$ cat src/rtl/det2x2_pkg.sv
// Shared types and constants for the 2x2 determinant controller and its datapath.
package det2x2_pkg;

    localparam int unsigned Z_W    = 3;
    localparam int unsigned N_ELEM = 4;
    localparam int unsigned N_CMP  = 3;
    localparam int unsigned EN_W   = N_ELEM + N_CMP;

    localparam logic [Z_W-1:0] LAST_ELEM = 3'd3;

    typedef enum logic [2:0] {
        IDLE   = 3'd0,
        LOAD   = 3'd1,
        MUL_AD = 3'd2,
        MUL_BC = 3'd3,
        SUB    = 3'd4,
        DONE   = 3'd5
    } state_t;

    // Element-register enable for counter value z; values past the last element pin to it.
    function automatic logic [N_ELEM-1:0] load_onehot(input logic [Z_W-1:0] z,
                                                      input logic [Z_W-1:0] last);
        logic [Z_W-1:0] idx;
        idx = (z > last) ? last : z;
        load_onehot = {1'b1, {(N_ELEM-1){1'b0}}} >> idx;
    endfunction

endpackage

$ cat src/rtl/determinant_calculator2_2_controller.sv
// Sequencing FSM for the 2x2 determinant datapath: loads a..d, forms a*d and b*c,
// subtracts, then holds the result until the consumer acknowledges.
module determinant_calculator2_2_controller
    import det2x2_pkg::*;
#(
    parameter logic [Z_W-1:0] LAST_ELEM = det2x2_pkg::LAST_ELEM
) (
    input  logic             clock,
    input  logic             reset,
    input  logic             start,
    input  logic             ack,
    input  logic [Z_W-1:0]   z,
    output logic [1:EN_W]    en,
    output logic             s1,
    output logic             cload,
    output logic             cen,
    output logic             busy,
    output logic             done
);

    state_t              r_state;
    state_t              w_state_nxt;

    logic [N_CMP-1:0]    r_en_cmp;
    logic                r_s1;
    logic                r_busy;
    logic                r_done;

    logic [N_ELEM-1:0]   w_en_load;
    logic                w_cload;
    logic                w_cen;
    logic [N_CMP-1:0]    w_en_cmp_nxt;
    logic                w_s1_nxt;
    logic                w_busy_nxt;
    logic                w_done_nxt;

    // State and Moore-output registers; Moore outputs are precomputed from the next state.
    always_ff @(posedge clock or negedge reset) begin
        if (!reset) begin
            r_state  <= IDLE;
            r_en_cmp <= '0;
            r_s1     <= 1'b0;
            r_busy   <= 1'b0;
            r_done   <= 1'b0;
        end else begin
            r_state  <= w_state_nxt;
            r_en_cmp <= w_en_cmp_nxt;
            r_s1     <= w_s1_nxt;
            r_busy   <= w_busy_nxt;
            r_done   <= w_done_nxt;
        end
    end

    always_comb begin
        w_state_nxt  = r_state;
        w_en_load    = '0;
        w_cload      = 1'b0;
        w_cen        = 1'b0;
        w_en_cmp_nxt = '0;
        w_s1_nxt     = 1'b0;
        w_busy_nxt   = 1'b1;
        w_done_nxt   = 1'b0;

        unique case (r_state)
            IDLE: begin
                if (start) begin
                    w_cload     = 1'b1;
                    w_state_nxt = LOAD;
                end
            end
            LOAD: begin
                w_cen     = 1'b1;
                w_en_load = load_onehot(z, LAST_ELEM);
                if (z >= LAST_ELEM) begin
                    w_state_nxt = MUL_AD;
                end
            end
            MUL_AD: w_state_nxt = MUL_BC;
            MUL_BC: w_state_nxt = SUB;
            SUB:    w_state_nxt = DONE;
            DONE: begin
                if (ack) begin
                    w_state_nxt = IDLE;
                end
            end
            default: w_state_nxt = IDLE;
        endcase

        // Moore outputs of the state about to be entered
        unique case (w_state_nxt)
            IDLE:   w_busy_nxt = 1'b0;
            MUL_AD: w_en_cmp_nxt = 3'b100;
            MUL_BC: begin
                w_en_cmp_nxt = 3'b010;
                w_s1_nxt     = 1'b1;
            end
            SUB:    w_en_cmp_nxt = 3'b001;
            DONE:   w_done_nxt = 1'b1;
            default: w_busy_nxt = 1'b1;
        endcase
    end

    // Mealy outputs are masked by reset so a start held during reset cannot leak through.
    assign cload = reset & w_cload;
    assign cen   = reset & w_cen;
    assign en    = {w_en_load & {N_ELEM{reset}}, r_en_cmp};
    assign s1    = r_s1;
    assign busy  = r_busy;
    assign done  = r_done;

endmodule
$ cat config.mk
export PLATFORM = sky130hd
export DESIGN_NAME = determinant_calculator2_2_controller
export DESIGN_NICKNAME = d
export VERILOG_FILES = /design/src/rtl/det2x2_pkg.sv /design/src/rtl/determinant_calculator2_2_controller.sv
export SDC_FILE = /design/constraint.sdc
export NUM_CORES = 1
export LEC_CHECK = 0
export ABC_AREA = 1
export BUFFER_PORTS_ARGS = -buffer_cell sky130_fd_sc_hd__clkbuf_2
export CORE_MARGIN = 4
export CORE_UTILIZATION = 31
export CTS_CLUSTER_DIAMETER = 50
export DETAILED_ROUTE_END_ITERATION = 16
export MAX_ROUTING_LAYER = met4
export SLEW_MARGIN = 20
export SYNTH_ARGS = -nofsm -noshare
export SYNTH_HDL_FRONTEND = slang
export SYNTH_SLANG_ARGS = --single-unit
$ cat constraint.sdc
create_clock -name clock -period 0.91 [get_ports clock]
set_input_delay 0 -clock clock [delete_from_list [all_inputs] [get_ports clock]]
set_output_delay 0 -clock clock [all_outputs]
set_load 0.03 [all_outputs]
* Yosys cells after proc, flatten, opt, wreduce, memory -nomap -nowiden
Index checks and enable logic that the tools add are counted.
Widths: inputs -> output; s select.
** Cells by class
- $lt $le $gt $ge :: 2
- Equal/unequal tests :: 9
- Shift operators :: 1
- Muxes and demuxes :: 13
- Bitwise operators :: 3
- Reduce and logical (&&, ||, !) cells :: 2
** Operators by type and width (count)
- $pmux 3 s6 :: 1
- $eq 3x2->1 const B :: 4
- $eq 3x3->1 const B :: 4
- $mux 3 :: 4
- $pmux 3 s3 :: 1
- $logic_not 3->1 :: 2
- $mux 1 :: 6
- $and 4x4->4 :: 1
- $mux 4 :: 1
- $shr 4x3->4 const A :: 1
- $eq 3x1->1 const B :: 1
- $ge 3x2->1 const B :: 1
- $gt 3x2->1 const B :: 1
- $and 1x1->1 :: 2
** Word-level totals
- Register bits :: 9
- Bits of input ports :: 7
- Output and inout bits :: 12
- Word-level logic and storage cells :: 35

* Longest topological paths before layout
- Depth after elaboration :: 5
- Depth in mapped cells :: 6
- Gate-level depth less buffers :: 6

* Least setup slack after synthesis
OpenSTA, ideal clock, no wires.
- Path kind :: register to output
- Start :: register r_state[1]
- End :: output port en[1] in the netlist's numbering
- Arrival time :: 1.329 ns
- Required time :: 0.910 ns
- Path slack :: -0.419 ns
- Stages on the path, launching flop included :: 4
- Path buffers :: 0
- Cell sequence :: dfrtp_1 > nor2_4 > nand3_2 > nor3_1
** On the way
- Cells in the longest elaborated chain, start to end :: 3
** RTL lines
- from (decl) :: RTL line determinant_calculator2_2_controller.sv:21 : state_t r_state;
- from (signal assigned) :: RTL line determinant_calculator2_2_controller.sv:46 : r_state <= w_state_nxt;
- $eq 3x1->1 :: RTL line determinant_calculator2_2_controller.sv:64 : unique case (r_state)
- $mux 4 :: RTL line determinant_calculator2_2_controller.sv:64
- $and 4x4->4 :: RTL line determinant_calculator2_2_controller.sv:106 : assign en = {w_en_load & {N_ELEM{reset}}, r_en_cmp};
- to (decl) :: RTL line determinant_calculator2_2_controller.sv:13 : output logic [1:EN_W] en,
Every way passes these cells.

* Final worst setup path
- Start :: register r_state[1]
- End :: output port en[4] in the netlist's numbering
Same word-level chain as after synthesis.

==> run metrics <==
Global Route Usage Sum=13.98%; Pint=between 1500 and 2000 uW; Slew @ Worst Pin=~0.22 ns; row count=13; most area-hungry cell type in the Yosys netlist=dfrtp_1; reg2reg end=busy; Clk pwr share=10.7%; M2 GR Usage=20.34%; I/O pin cnt=19; vias in the first global route=between 400 and 500; initial DRC count=2; worst vdd ir=around 1600 uV; routed vias=472; count leader, synth=inv_1; Synth Cell Area=about 420 um^2; CP Launch Type=register; Synth Warn #=0; asr flop ratio synth=100.0%; CTS Root Cell=clkbuf_4; Post-synth EDFFs=0; Final nets=around 100; FF+latch area=~230 um^2; final hold viol count=0; worst hold path type=input port to register; first-pass GRT wire length=1.932 mm; post-route ant nets=0; Slew Limit Fails=0; Die Ht=around 45 um; Tmin final=around 1.3 ns; Die Span X=between 40 and 50 um; combinational share of power=approximately 67%; TritonCTS clock tree=done; multi-input logic area=around 280 um^2; clk_lat worst skew=0.26 ns; max-cap violation count=0; PortBufs=18; drt pass-1 iters=2; post-synthesis sequential area ratio=roughly 53%; Clock Tree Buf Depth=2; Synth Area per Inst=roughly 8.3 um^2; proportion of layout cells with a drive suffix above 1=between 60% and 70%; initial antenna violation count=0; Worst-path clk slew=around 0.07 ns; total gr overflow=0; top cell type's share of synthesized area=between 50% and 60%; hold path startpoint=ack; LEAKAGE=0.0004929 uW; normalized max-slew margin=between 80 and 90%; status=complete, but fails checks; commonest cells in the synthesized netlist=inv_1, dfrtp_1, nand2_1; Layout fillers=90; # setup viols final=15; Crit Path Max Fanout=3; initial core utilization=between 30% and 40%; TritonCTS sink count=9; achievable frequency=between 700 and 800 MHz; CP Class=register to output pin; GRT met1 Usage=between 10% and 20%; Synth Flop Type=dfrtp_1; Avg WL per Cell=approximately 13 um; Clock Skew=0.007267 ns; FF-to-FF path depth=7; Post-DP Area=645.6 um^2; number of inserted diodes=0; post-DP HPWL=761.5 um; WHS Endpoint=done; Worst EP required=0.91 ns; FF+latch count, synth=9; Placeable Area=0.001285 mm^2; Area contributors post-synth=dfrtp_1, inv_1, nand2_1; H-tree levels=1; reg-to-reg setup timing slack=-0.38 ns; # DRC=0; GRT Max-Usage Layer=met2; die area=between 0.002 and 0.0025 mm^2; Final period util=145.8%; Yosys cell types=11; post-route cell area=approximately 910 um^2; final setup margin=-0.4168 ns; Worst EP arrival=roughly 1.3 ns; fin util=71.08%; part of the power in registers=22.4%; Setup crit end kind=output pin; Routability Congestion=about 0.73; RSZ-0062 raised after global routing=true; pwr dens=between 3000 and 4000 mW/mm^2; sw frac=around 45%; area delta synth->final=116.0%; met3 usage in global routing=4.781%; Switching Power=roughly 1300 uW; CTS Buf Count=3; Hold Path Depth=4; failing checks=negative setup slack; Mapped Nets=a little under 60; Routed WL=roughly 1.4 mm; vias per cell=between 4 and 5; R2R Path Start=r_state[1]; pin count of the biggest net entering global routing=10; Mapped Cells=a little over 50
==> layout make-up <==
cell class,instances,area share (%)
sequential,9,24.93
clock buffer,4,2.877
tap,15,2.055
multi-input combinational,28,30.14
timing repair buffer,36,33.70
inverter,14,6.301
==> worst max-delay path by stage <==
stage / start / to / slack [ns] / depth (start not counted)
6_report: r_state[1] / en[4] / -0.42 / 5
5_1_grt: r_state[1] / en[1] / -0.49 / 4
4_1_cts: r_state[0] / en[1] / -0.40 / 5
3_5_place_dp: r_state[1] / en[1] / -0.15 / 4
3_3_place_gp: r_state[1] / en[1] / -0.12 / 4
2_1_floorplan: r_state[1] / en[1] / -0.09 / 3
==> power by group through the flow <==
stage	combinational, uW	sequential, uW	clock [uW]
2_1_floorplan	537	868	0
3_3_place_gp	1180	642	0
3_5_place_dp	1180	654	0
4_1_cts	1320	649	315
5_1_grt	2080	675	351
6_report	1960	658	314
==> state kept, by name, summed over array words and instances, names as in the netlist <==
name	flops
r_en_cmp	3
r_state	3
busy	1
done	1
s1	1
==> repair_timing <==
| item | in CTS | in global routing |
|---|---|---|
| setup endpoints to repair | 13 | 15 |
| gates resized for setup | 14 | 25 |
| endpoints found under the hold margin | 9 | 0 |
| pin swaps | 6 | 9 |
| hold buffers | 1 | 0 |
| buffers inserted | 1 | 8 |
==> worst max-delay path, stage by stage, from the launching register on <==
cell and delay (ns):
dfrtp_2 0.44, nor2_4 0.17, buf_4 0.15, nand3_4 0.08, nor2_4 0.09, buf_6 0.13
==> cell usage in the layout (no fill, tap or decap), drive strengths merged <==
cell	netlist	final
o21ai	1	1
dlygate4sd3	0	1
nor3	2	2
nand2	9	9
clkbuf	0	19
nor2	10	10
nand3	6	6
inv	14	14
buf	0	20
dfrtp	9	9
==> layer usage <==
| metal | share of wire [%] | up-vias |
|---|---|---|
| met5 | 0 | - |
| met4 | 1.3 | 0 |
| met3 | 2.9 | 2 |
| met2 | 53 | 9 |
| li1 | - | 230 |
| met1 | 42 | 231 |
==> kinds of logic after synthesis <==
group                  after synthesis  share of synthesized area (%)
AOI/OAI and AO/OA                    1                          2.071
buffers and inverters               14                          12.43
DFF                                  9                          53.26
and+or+nand+nor                     27                          32.25
==> through the flow <==
step                worst slack [ns]  std cells  TNS, ns  hold slack (ns)  power [uW]
CTS                          -0.3984         98   -3.435          0.05203        2284
finish                       -0.4168        106   -4.764          0.06965        2930
global route                 -0.4866        106   -5.464          0.07218        3101
detailed placement           -0.1542         92  -0.9927         0.003723        1836
floorplan                   -0.09495         51  -0.2585          -0.2956        1405
global placement             -0.1222         92  -0.7899         0.009158        1817
Note: power is estimated with default switching activity, not from simulation.
